### config.mk
export PLATFORM = sky130hd
export DESIGN_NAME = digit_serial_add_ctrl_flat
export DESIGN_NICKNAME = d
export VERILOG_FILES = /design/src/rtl/digit_serial_add_ctrl_if.sv /design/src/rtl/digit_serial_add_ctrl.sv /design/src/flat_wrapper.sv
export SDC_FILE = /design/constraint.sdc
export NUM_CORES = 1
export LEC_CHECK = 0
export ABC_AREA = 1
export BUFFER_PORTS_ARGS = -buffer_cell sky130_fd_sc_hd__buf_2
export CAP_MARGIN = 25
export CORE_UTILIZATION = 50
export CTS_BUF_LIST = sky130_fd_sc_hd__clkbuf_4 sky130_fd_sc_hd__clkbuf_8
export CTS_CLUSTER_DIAMETER = 150
export DETAILED_ROUTE_END_ITERATION = 10
export GPL_TIMING_DRIVEN = 1
export MAX_ROUTING_LAYER = met4
export PLACE_DENSITY = 0.76
export RECOVER_POWER = 25
export SLEW_MARGIN = 20
export SYNTH_ARGS = -nofsm -noshare
export SYNTH_HDL_FRONTEND = slang
export SYNTH_SLANG_ARGS = --single-unit
### constraint.sdc
create_clock -name clk -period 2.2 [get_ports clk]
set_input_delay 0.22 -clock clk [delete_from_list [all_inputs] [get_ports clk]]
set_output_delay 0.22 -clock clk [all_outputs]
set_load 0.05 [all_outputs]
### src/rtl/digit_serial_add_ctrl_if.sv
// ---------------------------------------------------------------------------
// digit_serial_add_ctrl_if
//   Request/result bundle for the digit-serial adder/subtractor.
//   Request side : start / in_ready handshake with operands a, b, ci, sub.
//   Result side  : out_valid / out_ready handshake with result s, co, ovf.
//   master : requester/consumer view (drives operands and out_ready).
//   slave  : the arithmetic block's view.
// ---------------------------------------------------------------------------
interface digit_serial_add_ctrl_if #(
  parameter int W = 16
);
  logic         start;
  logic         in_ready;
  logic [W-1:0] a;
  logic [W-1:0] b;
  logic         ci;
  logic         sub;
  logic [W-1:0] s;
  logic         co;
  logic         ovf;
  logic         out_valid;
  logic         out_ready;

  modport master (
    output start, a, b, ci, sub, out_ready,
    input  in_ready, s, co, ovf, out_valid
  );

  modport slave (
    input  start, a, b, ci, sub, out_ready,
    output in_ready, s, co, ovf, out_valid
  );
endinterface

### src/rtl/digit_serial_add_ctrl.sv
// ---------------------------------------------------------------------------
// digit_serial_add_ctrl
//   Adds (A + B + ci) or subtracts (A - B) two W-bit operands using a single
//   4-bit ripple-carry slice, one digit per clock, least-significant digit
//   first. The inter-digit carry is kept in a register.
//
//   Ports:
//     clk    - clock, rising edge
//     rst_n  - asynchronous active-low reset
//     bus    - slave modport of digit_serial_add_ctrl_if
//              (start/in_ready request, a/b/ci/sub operands,
//               s/co/ovf result, out_valid/out_ready result handshake)
//
//   Timing: request accepted at edge 0, digits processed at edges 1..W/4,
//   out_valid high from edge W/4 until the result is taken.
// ---------------------------------------------------------------------------
module digit_serial_add_ctrl #(
  parameter int W = 16
) (
  input  logic                   clk,
  input  logic                   rst_n,
  digit_serial_add_ctrl_if.slave bus
);

  localparam int NDIG = W / 4;
  localparam int CW   = (NDIG > 1) ? $clog2(NDIG) : 1;

  generate
    if ((W % 4) != 0 || W < 4) begin : g_bad_width
      $error("digit_serial_add_ctrl: W must be a multiple of 4 and >= 4");
    end
  endgenerate

  typedef enum logic [1:0] {
    S_IDLE,
    S_RUN,
    S_DONE
  } state_t;

  state_t          r_state;
  state_t          w_state_nxt;

  logic [W-1:0]    r_opa;
  logic [W-1:0]    r_opb;
  logic [W-1:0]    r_res;
  logic            r_carry;
  logic            r_co;
  logic            r_ovf;
  logic [CW-1:0]   r_cnt;

  logic            w_accept;
  logic            w_step;
  logic            w_last;
  logic [3:0]      w_sum;
  logic [4:0]      w_carry;
  logic            w_ovf;
  logic [W-1:0]    w_res_nxt;

  assign w_last = (r_cnt == CW'(NDIG - 1));

  // -------------------------------------------------------------------------
  // FSM: state register
  // -------------------------------------------------------------------------
  // NOTE: sequential state uses non-blocking assignments so every register
  // samples pre-edge values regardless of process evaluation order.
  always_ff @(posedge clk or negedge rst_n) begin
    if (!rst_n) begin
      r_state <= S_IDLE;
    end else begin
      r_state <= w_state_nxt;
    end
  end

  // -------------------------------------------------------------------------
  // FSM: next state and handshake outputs
  // -------------------------------------------------------------------------
  // NOTE: every output of this block gets a default first, so no path can
  // leave one unassigned and infer a latch.
  always_comb begin
    w_state_nxt   = r_state;
    bus.in_ready  = 1'b0;
    bus.out_valid = 1'b0;
    w_accept      = 1'b0;
    w_step        = 1'b0;
    case (r_state)
      S_IDLE: begin
        bus.in_ready = 1'b1;
        if (bus.start) begin
          w_accept    = 1'b1;
          w_state_nxt = S_RUN;
        end
      end
      S_RUN: begin
        w_step = 1'b1;
        if (w_last) w_state_nxt = S_DONE;
      end
      S_DONE: begin
        bus.out_valid = 1'b1;
        if (bus.out_ready) w_state_nxt = S_IDLE;
      end
      default: w_state_nxt = S_IDLE;
    endcase
  end

  // -------------------------------------------------------------------------
  // 4-bit ripple-carry slice on the low digit of the operand shift registers.
  // The carry into bit 3 is kept so overflow can be taken from the last digit.
  // -------------------------------------------------------------------------
  always_comb begin
    w_carry    = '0;
    w_sum      = '0;
    w_carry[0] = r_carry;
    for (int i = 0; i < 4; i++) begin
      w_sum[i]     = r_opa[i] ^ r_opb[i] ^ w_carry[i];
      w_carry[i+1] = (r_opa[i] & r_opb[i]) | (w_carry[i] & (r_opa[i] ^ r_opb[i]));
    end
  end

  assign w_ovf = w_carry[4] ^ w_carry[3];

  // New digit enters at the MSB end; after NDIG shifts the first digit
  // computed sits at bits [3:0].
  generate
    if (W == 4) begin : g_res_single
      assign w_res_nxt = w_sum;
    end else begin : g_res_shift
      assign w_res_nxt = {w_sum, r_res[W-1:4]};
    end
  endgenerate

  // -------------------------------------------------------------------------
  // Datapath registers
  // -------------------------------------------------------------------------
  // NOTE: all datapath registers are plain flops (no RAM), so they are all
  // cleared by reset; an abort mid-operation leaves no stale result visible.
  always_ff @(posedge clk or negedge rst_n) begin
    if (!rst_n) begin
      r_opa   <= '0;
      r_opb   <= '0;
      r_res   <= '0;
      r_carry <= 1'b0;
      r_co    <= 1'b0;
      r_ovf   <= 1'b0;
      r_cnt   <= '0;
    end else if (w_accept) begin
      // Subtraction is A + ~B + 1: invert B here and seed the carry with 1.
      r_opa   <= bus.a;
      r_opb   <= bus.sub ? ~bus.b : bus.b;
      r_carry <= bus.sub ? 1'b1 : bus.ci;
      r_cnt   <= '0;
    end else if (w_step) begin
      r_opa   <= r_opa >> 4;
      r_opb   <= r_opb >> 4;
      r_res   <= w_res_nxt;
      r_carry <= w_carry[4];
      r_cnt   <= r_cnt + CW'(1);
      if (w_last) begin
        r_co  <= w_carry[4];
        r_ovf <= w_ovf;
      end
    end
  end

  assign bus.s   = r_res;
  assign bus.co  = r_co;
  assign bus.ovf = r_ovf;

endmodule

### src/flat_wrapper.sv
// flat-port wrapper written by rule: the top's interface ports become plain ports
module digit_serial_add_ctrl_flat 
#(
  parameter int W = 16
)
  (clk, rst_n, bus_start, bus_a, bus_b, bus_ci, bus_sub, bus_out_ready, bus_in_ready, bus_s, bus_co, bus_ovf, bus_out_valid);
  digit_serial_add_ctrl_if #(.W(W)) bus_i ();
  input  logic clk;
  input  logic rst_n;
  input wire logic [$bits(bus_i.start)-1:0] bus_start;
  input wire logic [$bits(bus_i.a)-1:0] bus_a;
  input wire logic [$bits(bus_i.b)-1:0] bus_b;
  input wire logic [$bits(bus_i.ci)-1:0] bus_ci;
  input wire logic [$bits(bus_i.sub)-1:0] bus_sub;
  input wire logic [$bits(bus_i.out_ready)-1:0] bus_out_ready;
  output wire logic [$bits(bus_i.in_ready)-1:0] bus_in_ready;
  output wire logic [$bits(bus_i.s)-1:0] bus_s;
  output wire logic [$bits(bus_i.co)-1:0] bus_co;
  output wire logic [$bits(bus_i.ovf)-1:0] bus_ovf;
  output wire logic [$bits(bus_i.out_valid)-1:0] bus_out_valid;
  assign bus_i.start = bus_start;
  assign bus_i.a = bus_a;
  assign bus_i.b = bus_b;
  assign bus_i.ci = bus_ci;
  assign bus_i.sub = bus_sub;
  assign bus_i.out_ready = bus_out_ready;
  assign bus_in_ready = bus_i.in_ready;
  assign bus_s = bus_i.s;
  assign bus_co = bus_i.co;
  assign bus_ovf = bus_i.ovf;
  assign bus_out_valid = bus_i.out_valid;
  digit_serial_add_ctrl #(.W(W)) u_core (.clk(clk), .rst_n(rst_n), .bus(bus_i));
endmodule
==> impl_metrics.toml, run 1 <==
[min_path]
hold_class = "input pin to register"

[finish]
nets = 443
syn2layout_area_growth_pct = 11.0
layout_common_cells = "164 x nand2_1, 57 x buf_2, 55 x dfrtp_1"
antenna_cells = 0
utilization = 0.586
final_layout_size_suffix_gt1_frac = 0.295
stdcell_count = 472
final_common_cell = "nand2_1"

[power]
p_clk_frac = 0.115
sw_frac_of_total = 0.476
p_int_mw = 2.52
p_seq_frac = 0.366
power.density_mw_per_mm2 = 1460
p_leak_nw = 1.83
peakVddDrop_mv = 0.809
finalPower_mw = 4.81
pwr-share-comb = 0.519
power.switching_mw = 2.29

[synth]
ys_ff_latch = 55
yosys.area.top_type_share = 0.465
synth-simple-area-share = 0.316
synthTopCellsByArea = "dfrtp_1 46%, nand2_1 21%, buf_4 3.8%"
yosysTopAreaCell = "dfrtp_1"
seq_area_frac_synth = 0.465
ys_types = 27
synth-xor-area-share = 0.0148
synth-compound-area-share = 0.0528
netlist_instances = 354
synth_top_family_by_area = "simple AND/OR/NAND/NOR gates"
muxShareOfSynthArea = 0
synthAdderAreaFrac = 0.0313
ys_warn_count = 0
syn_nets = 397
syn_area_mm2 = 0.00296
synth.avg_cell_area_um2 = 8.36

[routing]
via_per_inst = 4.83
ant_nets = 0
routed_wl_mm = 5.39
num_vias = 2281
drt-pass1-iter-count = 5
wire_per_inst_um = 11.4
drc = 0
first_iter_violations = 60

[worst_setup_path]
worstPathArrival_ns = 2.36
start_kind = "register"
worstPathMaxFanout = 2
endpoint_kind = "register"
crit_required_ns = 2.43
critPathKind = "register to register"

[cts]
htree_num_levels = 2
numCtsBuffers = 5
cts_tree = "built"
clkLatencyLatePin_ns = 0.30
root_buffer = "clkbuf_8"
clkSinkCount = 55
clk_path_buf_depth = 2
clk_pin_slew_worst_paths_ns = 0.09

[global_route]
grt_pass1_vias = 2143
grt_use_met1 = 0.238
grt_pass1_wl_mm = 9.27
gr-usage-met3 = 0.0425
grt_usage = 0.198
antenna_found_initial = 0
gr-total-overflow = 0
grt_max_degree = 56
grtUsageMet2 = 0.335
busiest_layer = "met2"

[floorplanning]
core_area_mm2 = 0.00561
io_pins = 58
start_util = 0.528
rows = 27
die_h_um = 78.9
die_w_um = 78.9
die-area_mm2 = 0.00623

[sta]
whs_ns = 0.101
fin_crit_ns = 2.13
rsz0062_at_grt = "true"
setup_slack_ns = 0.0725
max_slew_margin = 0.118
fmax_mhz = 470
fin_worst_skew_ns = 0.00612
period_share = 0.967
max_slew.worst_pin.slew_ns = 1.32
report.final.slew_viol_count = 0
finalHoldViolCount = 0
finalSetupViolCount = 0

[place]
portBuffers = 57
hpwl_mm = 3.79
dp_slack_ns = -0.0536
placed_cells = 460
place_congestion = 0.772

[job]
maxCapViolations = 0

[outcome]
outcome = "finished, final reports clean"
## critical path, stage by stage (launching register included)
cell and delay (ns):
dfrtp_1 0.40, inv_2 0.07, fa_2 0.20, inv_2 0.04, fa_2 0.36, fa_2 0.37, inv_2 0.07, fa_2 0.43
o21ai_1 0.12
## final cells by class
| type | count | area, um2 |
|---|---|---|
| Timing Repair Buffer | 68 | 380 |
| Clock inverter | 1 | 5.00 |
| Multi-Input combinational cell | 241 | 1240 |
| Fill cell | 549 | 2320 |
| Sequential cell | 55 | 1380 |
| Inverter | 29 | 111 |
| Clock buffer | 6 | 82.6 |
| Tap cell | 72 | 90.1 |
## sequential cells by signal, indices dropped and copies added, names as in the netlist
register and flops:
u_core.r_opa 16, u_core.bus.co 1, u_core.r_state 2, u_core.r_cnt 2, u_core.bus.ovf 1, u_core.bus.s 16
u_core.r_carry 1, u_core.r_opb 16
## path summary, 6_finish.rpt
| kind | to | from | slack, ns | depth (start not counted) |
|---|---|---|---|---|
| max | u_core.bus.s[15] | u_core.r_opa[0] | 0.07 | 8 |
| min | u_core.r_state[1] | bus_out_ready | 0.10 | 2 |
| max reg2reg | u_core.bus.s[15] | u_core.r_opa[0] | 0.07 | 8 |
| min reg2reg | u_core.bus.s[0] | u_core.bus.s[0] | 0.48 | 2 |
| max in group asynchronous | u_core.r_opb[5] | rst_n | 0.58 | 3 |
| min in group asynchronous | u_core.bus.s[7] | rst_n | 0.84 | 3 |
## logic make-up (layout without fill, tap and decap cells)
logic type,count (synthesis),after routing
buffers and inverters,58,104
xor gates and xnor gates,5,5
AOI/OAI and AO/OA,24,24
adders and majority gates,5,5
DFF,55,55
and+or+nand+nor,207,207
## cells in the mapped netlist, drive strengths merged
library cell and instances:
or2 2, buf 29, inv 29, ha 1, nor2 4, nand2 176
xor2 1, nand3b 8, o21ai 23, o31ai 1, xnor2 4, nand3 17
fa 4, dfrtp 55
## metrics by stage
step / instance area, um2 / TNS [ns]
final: 3290 / 0
after global routing: 3290 / -0.0759
after CTS: 3270 / -0.0803
after detailed placement: 3160 / -0.0812
after global placement: 3160 / 0
after floorplan: 2960 / 0
## per-layer routing
metal	part of all wire	vias to the layer above
met1	0.45	1060
li1	-	1162
met3	0.043	6
met2	0.49	53
met4	0.011	0
met5	0	-
## power groups by stage
stage,logic (mW),clock network [mW],registers [mW]
2_1_floorplan,2.10,0,1.83
3_3_place_gp,2.35,0,1.76
3_5_place_dp,2.42,0,1.78
4_1_cts,2.45,0.573,1.76
5_1_grt,2.80,0.608,1.81
6_report,2.50,0.553,1.76
## what timing repair did
item,in CTS,in global routing
buffers inserted,1,3
resized for setup,0,10
endpoints found under the hold margin,55,0
pin swaps,0,5
hold buffers,1,0
setup endpoints to repair,2,3
(Power assumes the default switching activity.)
==> run 2, diff against run 1 <==
--- a/config.mk
+++ b/config.mk
@@ -14,8 +14,10 @@
 export DETAILED_ROUTE_END_ITERATION = 10
 export GPL_TIMING_DRIVEN = 1
 export MAX_ROUTING_LAYER = met4
-export PLACE_DENSITY = 0.76
+export PLACE_DENSITY = 0.73
 export RECOVER_POWER = 25
+export REMOVE_ABC_BUFFERS = 1
+export SETUP_SLACK_MARGIN = 0.3
 export SLEW_MARGIN = 20
 export SYNTH_ARGS = -nofsm -noshare
 export SYNTH_HDL_FRONTEND = slang
==> constraint.sdc (replaced) <==
create_clock -name clk -period 2.35 [get_ports clk]
set_input_delay 0.235 -clock clk [delete_from_list [all_inputs] [get_ports clk]]
set_output_delay 0.235 -clock clk [all_outputs]
set_load 0.05 [all_outputs]
==> impl_metrics.toml, run 2 (synthesis gave the netlist of run 1 again) <==
[min_path]
hold_class = "input pin to register"
min_from = "bus_a[13]"

[cts]
clk_pin_slew_worst_paths_ns = 0.09
clk_path_buf_depth = 2
clkSinkCount = 55
htree_num_levels = 2
root_buffer = "clkbuf_8"
numCtsBuffers = 5
cts_tree = "built"
clkLatencyLatePin_ns = 0.31

[routing]
routed_wl_mm = 5.50
drc = 0
route.met3.wl_um = 258
m1WireLength_mm = 2.56
num_vias = 2274
ant_nets = 0
drt-pass1-iter-count = 4
first_iter_violations = 108
dr_wl_met2_mm = 2.63
wire_per_inst_um = 11.6
via_per_inst = 4.80
routed.top_layer = "met4"

[global_route]
grt_pass1_vias = 2169
antenna_found_initial = 0
gr-total-overflow = 0
grt_usage = 0.201
grt_max_degree = 29
grt_pass1_wl_mm = 9.50

[outcome]
outcome = "finished, final reports clean"

[worst_setup_path]
critPathKind = "register to register"
r2r-start = "u_core.r_opb[0]"
crit_required_ns = 2.58
worstPathArrival_ns = 2.28
start_kind = "register"
worstPathMaxFanout = 2
endpoint_kind = "register"
crit_start = "u_core.r_opb[0]"

[floorplanning]
die_w_um = 78.9
start_util = 0.528
core_area_mm2 = 0.00561
die-area_mm2 = 0.00623
io_pins = 58
rows = 27
die_h_um = 78.9

[sta]
max_slew.worst_pin.slew_ns = 1.44
rsz0062_at_grt = "true"
period_share = 0.871
finalHoldViolCount = 0
whs_ns = 0.116
setup-tns-final_ns = 0
finalSetupViolCount = 0
fmax_mhz = 488
fin_worst_skew_ns = 0.00680
report.final.slew_viol_count = 0
fin_crit_ns = 2.05
max_slew_margin = 0.0393

[power]
finalPower_mw = 4.48
power.density_mw_per_mm2 = 1370
peakVddDrop_mv = 0.678
p_leak_nw = 1.83

[finish]
antenna_cells = 0
syn2layout_area_growth_pct = 10.9
nets = 445
layout_common_cells = "164 x nand2_1, 55 x dfrtp_1, 53 x buf_2"
final_common_cell = "nand2_1"
final_layout_size_suffix_gt1_frac = 0.291

[place]
portBuffers = 57
hpwl_mm = 3.90
place_congestion = 0.774

[job]
maxCapViolations = 0
run 2: cell count changes in the layout (fill, tap and decap cells not counted), sizes merged:
cell	previous run	this run
buf	66	64
clkbuf	7	11
run 2: where the power goes:
part           internal (mW)  switching, mW
clock                  0.232          0.289
sequential              1.36          0.285
combinational          0.744           1.57
run 2: path summary, 6_finish.rpt:
kind                                    end  slack [ns]  depth (start not counted)
hold reg to reg             u_core.r_cnt[1]        0.49                          2
min in group asynchronous   u_core.bus.s[2]        0.79                          2
setup / recovery           u_core.bus.s[15]        0.30                          8
max in group asynchronous   u_core.r_opb[5]        0.52                          3
setup reg to reg           u_core.bus.s[15]        0.30                          8
hold / removal             u_core.r_opa[13]        0.12                          3
run 2: per-stage QoR:
step	std cells	cell area, um2	utilization	worst slack [ns]
2_1_floorplan	325	2720	-	0.244
4_1_cts	472	3280	0.584	0.239
6_report	474	3280	0.585	0.302
5_1_grt	474	3280	0.585	0.218
3_3_place_gp	460	3140	0.559	0.181
3_5_place_dp	460	3140	0.559	0.140
run 2: layout make-up:
type | instances | area, um2
Timing Repair Buffer | 70 | 378
Inverter | 29 | 111
Clock buffer | 6 | 82.6
Clock inverter | 1 | 5.00
Sequential cell | 55 | 1380
Multi-Input combinational cell | 241 | 1240
Tap cell | 72 | 90.1
Fill cell | 539 | 2320
run 2: critical path: stages, from the launching register on:
cell and delay [ns]:
dfrtp_1 0.40, inv_2 0.07, fa_2 0.19, inv_2 0.03, fa_2 0.34, fa_2 0.36, inv_2 0.06, fa_2 0.41
o21ai_1 0.11
run 2: layer usage:
layer | GRT usage | vias to the layer above
met3 | 0.0494 | 7
met2 | 0.338 | 61
met5 | - | -
li1 | - | 1158
met4 | 0.0436 | 0
met1 | 0.246 | 1048
run 2: what timing repair did:
item,CTS,global route
hold buffers,1,0
buffers inserted,4,2
setup endpoints to repair,4,4
endpoints found under the hold margin,26,0
pin swaps,8,5
gates resized for setup,11,0
==> run 3, diff against run 2 <==
==> constraint.sdc (replaced) <==
create_clock -name clk -period 2.35 [get_ports clk]
set_input_delay 0.235 -clock clk [delete_from_list [all_inputs] [get_ports clk]]
set_output_delay 0.235 -clock clk [all_outputs]
set_load 0.01 [all_outputs]
==> impl_metrics.toml, run 3 (synthesis gave the netlist of run 1 again) <==
[worst_setup_path]
crit_chain = "inv_2 -> fa_2 -> inv_2 -> fa_2 -> fa_2 -> inv_2 -> fa_2 -> o21ai_1"
worstPathArrival_ns = 2.29
worstPathMaxFanout = 2
reg2reg_slack_ns = 0.30
r2r-start = "u_core.r_carry"
critPathKind = "register to register"
crit_family = "adder cells"
endpoint_kind = "register"
timing.critical_path.buf_inv = 3
crit_required_ns = 2.59
r2r_end = "u_core.bus.s[15]"
start_kind = "register"
path_common_cell = "fa_2"
r2r_cells = 8
cpMaxStageDelayCell = "fa_2"
crit_start = "u_core.r_carry"
max_stage_delay_ns = 0.41

[sta]
fin_worst_skew_ns = 0.00749
report.final.slew_viol_count = 0
fin_crit_ns = 2.05
rsz0062_at_grt = "true"
finalSetupViolCount = 0
fmax_mhz = 488
period_share = 0.872
finalHoldViolCount = 0
setup_slack_ns = 0.300
max_slew_margin = 0.0503
setup-tns-final_ns = 0
max_slew.worst_pin.slew_ns = 1.42

[cts]
numCtsBuffers = 5
clk_pin_slew_worst_paths_ns = 0.09
clkLatencyLatePin_ns = 0.31
root_buffer = "clkbuf_8"
clkSinkCount = 55
cts_tree = "built"
htree_num_levels = 2
clk_path_buf_depth = 2

[place]
dpl_cell_area_mm2 = 0.00314
place_congestion = 0.774
dp_slack_ns = 0.140
portBuffers = 57
hpwl_mm = 3.90

[routing]
num_vias = 2258
first_iter_violations = 98
ant_nets = 0
drc = 0
drt-pass1-iter-count = 4
routed_wl_mm = 5.51
wire_per_inst_um = 11.6
via_per_inst = 4.76

[global_route]
gr-total-overflow = 0
grt_max_degree = 29
grt_pass1_vias = 2169
grt_usage = 0.201
grt_pass1_wl_mm = 9.50
antenna_found_initial = 0

[outcome]
outcome = "finished, final reports clean"

[min_path]
min_path_cells = 3
hold_end = "u_core.r_opa[13]"
min_from = "bus_a[13]"
hold_class = "input pin to register"

[power]
p_clk_frac = 0.130
p_seq_frac = 0.409
finalPower_mw = 4.03
p_leak_nw = 1.82
power.density_mw_per_mm2 = 1230
sw_frac_of_total = 0.422
peakVddDrop_mv = 0.532
power.switching_mw = 1.70
pwr-share-comb = 0.461
p_int_mw = 2.33

[floorplanning]
die_w_um = 78.9
die-area_mm2 = 0.00623
die_h_um = 78.9
start_util = 0.528
rows = 27
core_area_mm2 = 0.00561
io_pins = 58

[finish]
nets = 445
final_layout_size_suffix_gt1_frac = 0.284
layout_common_cells = "164 x nand2_1, 55 x dfrtp_1, 50 x buf_2"
utilization = 0.585
syn2layout_area_growth_pct = 10.9
fin_area_mm2 = 0.00328
final_common_cell = "nand2_1"
antenna_cells = 0

[job]
maxCapViolations = 0
run 3: tightest hold or removal path: cells and delay by family:
family	cells	cell delay, ns
simple gates	2	0.08
buf+inv	1	0.07
run 3: stage by stage:
step                      instances  hold slack, ns
after floorplan                 325         -0.0606
after global routing            474           0.107
after detailed placement        460           0.273
after CTS                       472           0.105
after global placement          460           0.271
final                           474           0.116
run 3: power groups by stage:
stage / combinational (mW) / sequential [mW] / clock [mW]
after detailed placement: 1.77 / 1.66 / 0
after global routing: 2.14 / 1.70 / 0.570
final: 1.86 / 1.65 / 0.523
after global placement: 1.72 / 1.64 / 0
after CTS: 1.86 / 1.64 / 0.541
after floorplan: 1.17 / 1.68 / 0
run 3: worst max-delay path by stage:
stage / endpoint / slack, ns / cells after the start
after floorplan: u_core.r_carry / 0.24 / 9
after global placement: u_core.r_carry / 0.18 / 9
after detailed placement: u_core.r_carry / 0.14 / 9
after CTS: u_core.bus.s[15] / 0.24 / 8
after global routing: u_core.bus.s[15] / 0.24 / 8
final: u_core.bus.s[15] / 0.30 / 8
run 3: repair_timing:
action                                  CTS  global route
resized for setup                        11             0
endpoints found under the setup margin    4             4
endpoints found under the hold margin    26             0
hold buffers                              1             0
buffers inserted                          4             2
pin swaps                                 8             5
run 3: layout make-up:
type                    instances  area [um2]
clock inverters                 1        5.00
clock buffers                   6        82.6
fillers                       542        2330
inverters                      29         111
multi-input cells             241        1240
flip-flops and latches         55        1380
repair buffers                 70         377
well taps                      72        90.1
run 3: routing by layer:
layer	track usage	wire, um	share of wire
met1	0.246	2610	0.47
met4	0.0436	52	0.0094
met2	0.338	2620	0.48
met5	-	0	0
met3	0.0494	228	0.041
